### src/rtl/dut_pkg.sv
// Shared types and default sizing for the multiply engine and its private data memory.
package dut_pkg;

    localparam int NUM_PAIRS_DEF = 16;
    localparam int SRC_BASE_DEF  = 0;
    localparam int DST_BASE_DEF  = 64;
    localparam int MEM_DEPTH_DEF = 256;

    typedef logic [7:0]  byte_t;
    typedef logic [15:0] word_t;

    typedef enum logic [2:0] {
        IDLE  = 3'd0,
        LOAD  = 3'd1,
        MUL   = 3'd2,
        STORE = 3'd3,
        NEXT  = 3'd4,
        FIN   = 3'd5
    } state_t;

    // Byte k of a product, k = 0 selects the most significant byte.
    function automatic byte_t prod_byte(input logic [31:0] p, input logic [1:0] k);
        byte_t b;
        case (k)
            2'd0:    b = p[31:24];
            2'd1:    b = p[23:16];
            2'd2:    b = p[15:8];
            default: b = p[7:0];
        endcase
        return b;
    endfunction

endpackage

### src/rtl/data_mem.sv
// Byte-wide data memory: one synchronous write port, combinational read.
// Contents are deliberately not reset so data preloaded during reset survives.
module data_mem
    import dut_pkg::*;
#(
    parameter int DEPTH = MEM_DEPTH_DEF,
    parameter int AW    = $clog2(DEPTH)
) (
    input  logic          clk,
    input  logic          we,
    input  logic [AW-1:0] waddr,
    input  logic [7:0]    wdata,
    input  logic [AW-1:0] raddr,
    output logic [7:0]    rdata
);

    byte_t core [0:DEPTH-1];

    // Synchronous write port
    always_ff @(posedge clk) begin
        if (we) begin
            core[waddr] <= wdata;
        end
    end

    assign rdata = core[raddr];

endmodule

### src/rtl/dut.sv
// Unsigned 16x16 multiply engine: reads operand pairs from dm, writes 32-bit products back.
// Build option DUT_SINGLE_CYCLE_MULT_EN replaces the 16-cycle shift-add with a one-cycle multiply.
module dut #(
    parameter int NUM_PAIRS = dut_pkg::NUM_PAIRS_DEF,
    parameter int SRC_BASE  = dut_pkg::SRC_BASE_DEF,
    parameter int DST_BASE  = dut_pkg::DST_BASE_DEF,
    parameter int MEM_DEPTH = dut_pkg::MEM_DEPTH_DEF
) (
    input  logic Clk,
    input  logic Reset,
    output logic Done
);
    import dut_pkg::*;

    localparam int AW = $clog2(MEM_DEPTH);
    localparam int PW = (NUM_PAIRS > 1) ? $clog2(NUM_PAIRS) : 1;

    state_t          state_r;
    state_t          state_s;
    logic [PW-1:0]   pair_r;
    logic [3:0]      cnt_r;
    logic [31:0]     mcand_r;
    word_t           mplier_r;
    logic [31:0]     acc_r;
    logic            done_r;

    logic            we_s;
    logic [AW-1:0]   pair_off_s;
    logic [AW-1:0]   raddr_s;
    logic [AW-1:0]   waddr_s;
    byte_t           rdata_s;
    byte_t           wdata_s;

    data_mem #(
        .DEPTH (MEM_DEPTH),
        .AW    (AW)
    ) dm (
        .clk   (Clk),
        .we    (we_s),
        .waddr (waddr_s),
        .wdata (wdata_s),
        .raddr (raddr_s),
        .rdata (rdata_s)
    );

    // Each pair owns four consecutive bytes on both the source and destination side.
    always_comb begin
        pair_off_s = AW'({pair_r, 2'b00});
        raddr_s    = AW'(SRC_BASE) + pair_off_s + AW'(cnt_r[1:0]);
        waddr_s    = AW'(DST_BASE) + pair_off_s + AW'(cnt_r[1:0]);
        we_s       = (state_r == STORE);
        wdata_s    = prod_byte(acc_r, cnt_r[1:0]);
    end

    // State register
    always_ff @(posedge Clk or negedge Reset) begin
        if (!Reset) begin
            state_r <= IDLE;
        end else begin
            state_r <= state_s;
        end
    end

    // Next-state logic
    always_comb begin
        state_s = state_r;
        case (state_r)
            IDLE: state_s = LOAD;
            LOAD: begin
                if (cnt_r == 4'd3) state_s = MUL;
                else               state_s = LOAD;
            end
            MUL: begin
`ifdef DUT_SINGLE_CYCLE_MULT_EN
                state_s = STORE;
`else
                if (cnt_r == 4'd15) state_s = STORE;
                else                state_s = MUL;
`endif
            end
            STORE: begin
                if (cnt_r == 4'd3) state_s = NEXT;
                else               state_s = STORE;
            end
            NEXT: begin
                if (pair_r == PW'(NUM_PAIRS - 1)) state_s = FIN;
                else                              state_s = LOAD;
            end
            FIN:     state_s = FIN;
            default: state_s = IDLE;
        endcase
    end

    // Datapath: phase counter, operand capture, multiply, pair index and Done flag
    always_ff @(posedge Clk or negedge Reset) begin
        if (!Reset) begin
            cnt_r    <= 4'd0;
            pair_r   <= '0;
            mcand_r  <= 32'd0;
            mplier_r <= 16'd0;
            acc_r    <= 32'd0;
            done_r   <= 1'b0;
        end else begin
            if ((state_s == state_r) && (state_r != FIN)) begin
                cnt_r <= cnt_r + 4'd1;
            end else begin
                cnt_r <= 4'd0;
            end

            done_r <= (state_r == FIN);

            case (state_r)
                IDLE: begin
                    pair_r <= '0;
                end
                LOAD: begin
                    acc_r <= 32'd0;
                    case (cnt_r[1:0])
                        2'd0:    mcand_r        <= {16'd0, rdata_s, 8'd0};
                        2'd1:    mcand_r[7:0]   <= rdata_s;
                        2'd2:    mplier_r[15:8] <= rdata_s;
                        default: mplier_r[7:0]  <= rdata_s;
                    endcase
                end
                MUL: begin
`ifdef DUT_SINGLE_CYCLE_MULT_EN
                    acc_r <= 32'(mcand_r[15:0]) * 32'(mplier_r);
`else
                    if (mplier_r[0]) begin
                        acc_r <= acc_r + mcand_r;
                    end
                    mcand_r  <= {mcand_r[30:0], 1'b0};
                    mplier_r <= {1'b0, mplier_r[15:1]};
`endif
                end
                NEXT: begin
                    if (pair_r != PW'(NUM_PAIRS - 1)) begin
                        pair_r <= pair_r + PW'(1);
                    end
                end
                default: begin
                end
            endcase
        end
    end

    assign Done = done_r;

endmodule

### config.mk
export PLATFORM = sky130hd
export DESIGN_NAME = dut
export DESIGN_NICKNAME = d
export VERILOG_FILES = /design/src/rtl/dut_pkg.sv /design/src/rtl/data_mem.sv /design/src/rtl/dut.sv
export SDC_FILE = /design/constraint.sdc
export NUM_CORES = 1
export LEC_CHECK = 0
export CORE_AREA = 2 2 39 41
export DETAILED_ROUTE_END_ITERATION = 10
export DIE_AREA = 0 0 41 43
export GPL_ROUTABILITY_DRIVEN = 0
export PLACE_DENSITY = 0.72
export SYNTH_ARGS = -nofsm -noshare
export SYNTH_HDL_FRONTEND = slang
export SYNTH_SLANG_ARGS = --single-unit
export TNS_END_PERCENT = 10
### constraint.sdc
create_clock -name Clk -period 1.49 [get_ports Clk]
set_input_delay 0.149 -clock Clk [delete_from_list [all_inputs] [get_ports Clk]]
set_output_delay 0.149 -clock Clk [all_outputs]
set_load 0.01 [all_outputs]
==> reports/results.ini <==
[pwr]
power_leakage_nw=0.3012
p_clk_share_pct=36.8
vdd_drop_max_mv=0.3879
power_uw=528.3
power_switching_uw=107.0
seq_power_share_pct=61.6
p_int_uw=421.3
switching_share_pct=20.26
power_density_nw_per_um2=759.4
power_frac_comb_pct=1.6

[cells_and_area]
area_growth_pct=16.81
drive_above_1_share_pct=20.59
fin_nets=74
fin_util_pct=50.27
design_area_um2=695.7
stdcell_count=84
fill_cells=133
num_antenna_cells=0

[min_path]
hp-class=primary input to asynchronous set/reset pin

[timing]
finalClockSkew_ps=2.049
finalCritPeriodShare_pct=99.75
final_hold_viol_count=0
fmax_mhz=672.8
rsz0062_at_grt=yes
tightest_slew_ps=535.1
min_period_ps=1486
relSlewSlack_pct=64.22
slew_violations=0
setup_viol=0

[route]
avgViaCountPerCell=5.631
vias=473
drtIter0Drc=7
first_pass_iters=4
wl_per_cell_um=11.99
postRouteAntennaNets=0
drt_wl_total_um=1007
drc=0

[floorplan]
die_y_um=43
pin_count=3
dieWidth_um=41
dieArea_um2=1763
start_util_pct=43.04
core_um2=1384
fp-row-count=14

[global_route]
grt_max_degree=13
grt_usage_pct=14.81
grt_pass1_wl_um=1711
grt_overflow_total=0
grt_pass1_vias=411
antenna_found_initial=0

[clock_tree]
cts.clk_slew.worst_paths_ps=70
clock_latency_ps=270
cts_tree=built
clock_path_buffers=2
cts_buffers=3
cts.sink_count=12
htree_levels=1
cts_hold_buf=0
clock-root-buffer=clkbuf_4
postCtsSetupRepairBufs=0

[synthesis]
async_flop_share_pct=100.0
ys_top_cells_by_count=12 x dfrtp_1, 7 x nand3_1, 7 x nor2_1
synthTopCellsByArea=dfrtp_1 50%, nand3_1 5.9%, nor2_1 4.4%
seq_area_frac_synth_pct=50.42
yosysMostFrequentCell=dfrtp_1
synth_top_area_cell=dfrtp_1
syn_area_um2=595.6
yosysUniqueCellTypes=23
yosysWarningCount=0
syn_inst=60
synth-edff-count=0
ys_seq_elements=12
netlist.area_leader.share_pct=50.42
syn_nets=64
synth_flop_cell=dfrtp_1
avgSynthCellArea_um2=9.926

[place]
post_dp_cell_area_um2=668.1
numPortBuffers=2
dpl.cell_count=81
hpwl_um=706

[worst_setup_path]
start_kind=flop
critPathKind=flop to flop
r2r_start=cnt_r[0]$_DFF_PN0_
arrival_ps=1690
worstPathRequired_ps=1700
startpoint=cnt_r[0]$_DFF_PN0_
cp-end-kind=flop
r2r_slack_ps=4
crit_fanout=5

[run]
cap_viol_max_count=0

[run_status]
status=finished, final reports clean

## kinds of logic after synthesis
group / after synthesis / synth area share, %
compound gates: 13 / 12.18
flops: 12 / 50.42
simple gates: 26 / 26.26
xor+xnor: 3 / 4.413
buf+inv: 4 / 2.522
fa+ha+maj: 2 / 4.201
## metal layers
layer	up-vias	track usage [%]	routed length [um]
met5	-	0	0
met4	0	14.00	42
met3	5	3.141	36
met2	10	18.13	413
met1	223	20.27	515
li1	235	-	-
## worst max-delay path, stage by stage (launching register included)
cell	delay, ps
dfrtp_1	380
ha_2	210
and4b_1	170
or4_4	550
nor2_1	100
## registers in the layout, summed over array words and instances, names as in the netlist
name     cells
state_r      3
Done         1
cnt_r        4
pair_r       4
## metrics by stage
stage	TNS [ps]	hold WS (ps)	worst slack, ps
4_1_cts	-1.929	243.6	-1.855
5_1_grt	-137.8	272.0	-42.60
2_1_floorplan	0	-146.6	22.24
3_5_place_dp	0	525.1	2.966
6_report	0	227.2	3.679
3_3_place_gp	0	518.5	19.88
## power groups by stage
stage	combinational (mW)	clock, mW	sequential, mW
CTS	0.00901	0.205	0.325
floorplan	0.000000117	0	0.332
global route	0.0101	0.223	0.325
detailed placement	0.00893	0	0.332
finish	0.00834	0.195	0.325
global placement	0.00891	0	0.332
## cells in the final DEF, fill, tap and decap left out, drive strengths merged, types with 2 or more instances in the layout
master         count
a21oi              5
buf                5
clkbuf             3
clkdlybuf4s50      2
dfrtp             12
ha                 2
inv                2
nand2              2
nand2b             2
nand3              7
nor2               8
nor4bb             2
o21ai              5
xnor2              2
## repair_timing
| action | in CTS | in global routing |
|---|---|---|
| endpoints found under the setup margin | 4 | 4 |
| gates resized for setup | 0 | 2 |
| cloned | 0 | 0 |
| pin swaps | 2 | 0 |
| endpoints found under the hold margin | 0 | 0 |
## path summary, 6_finish.rpt
check	to	cells past startpoint
setup reg to reg	cnt_r[1]$_DFF_PN0_	4
hold reg to reg	cnt_r[0]$_DFF_PN0_	2
hold / removal	state_r[2]$_DFF_PN0_	1
setup / recovery	cnt_r[1]$_DFF_PN0_	4
min in group Clk	cnt_r[0]$_DFF_PN0_	2
max in group asynchronous	cnt_r[2]$_DFF_PN0_	1
## final cells by class
| cell class | count | area (um2) | area share [%] |
|---|---|---|---|
| Clock buffer | 3 | 22.52 | 3.237 |
| Inverter | 2 | 7.507 | 1.079 |
| Multi-Input combinational cell | 44 | 287.8 | 41.37 |
| Sequential cell | 12 | 300.3 | 43.17 |
| Tap cell | 16 | 20.02 | 2.878 |
| Timing Repair Buffer | 7 | 57.56 | 8.273 |
(Power assumes the default switching activity.)
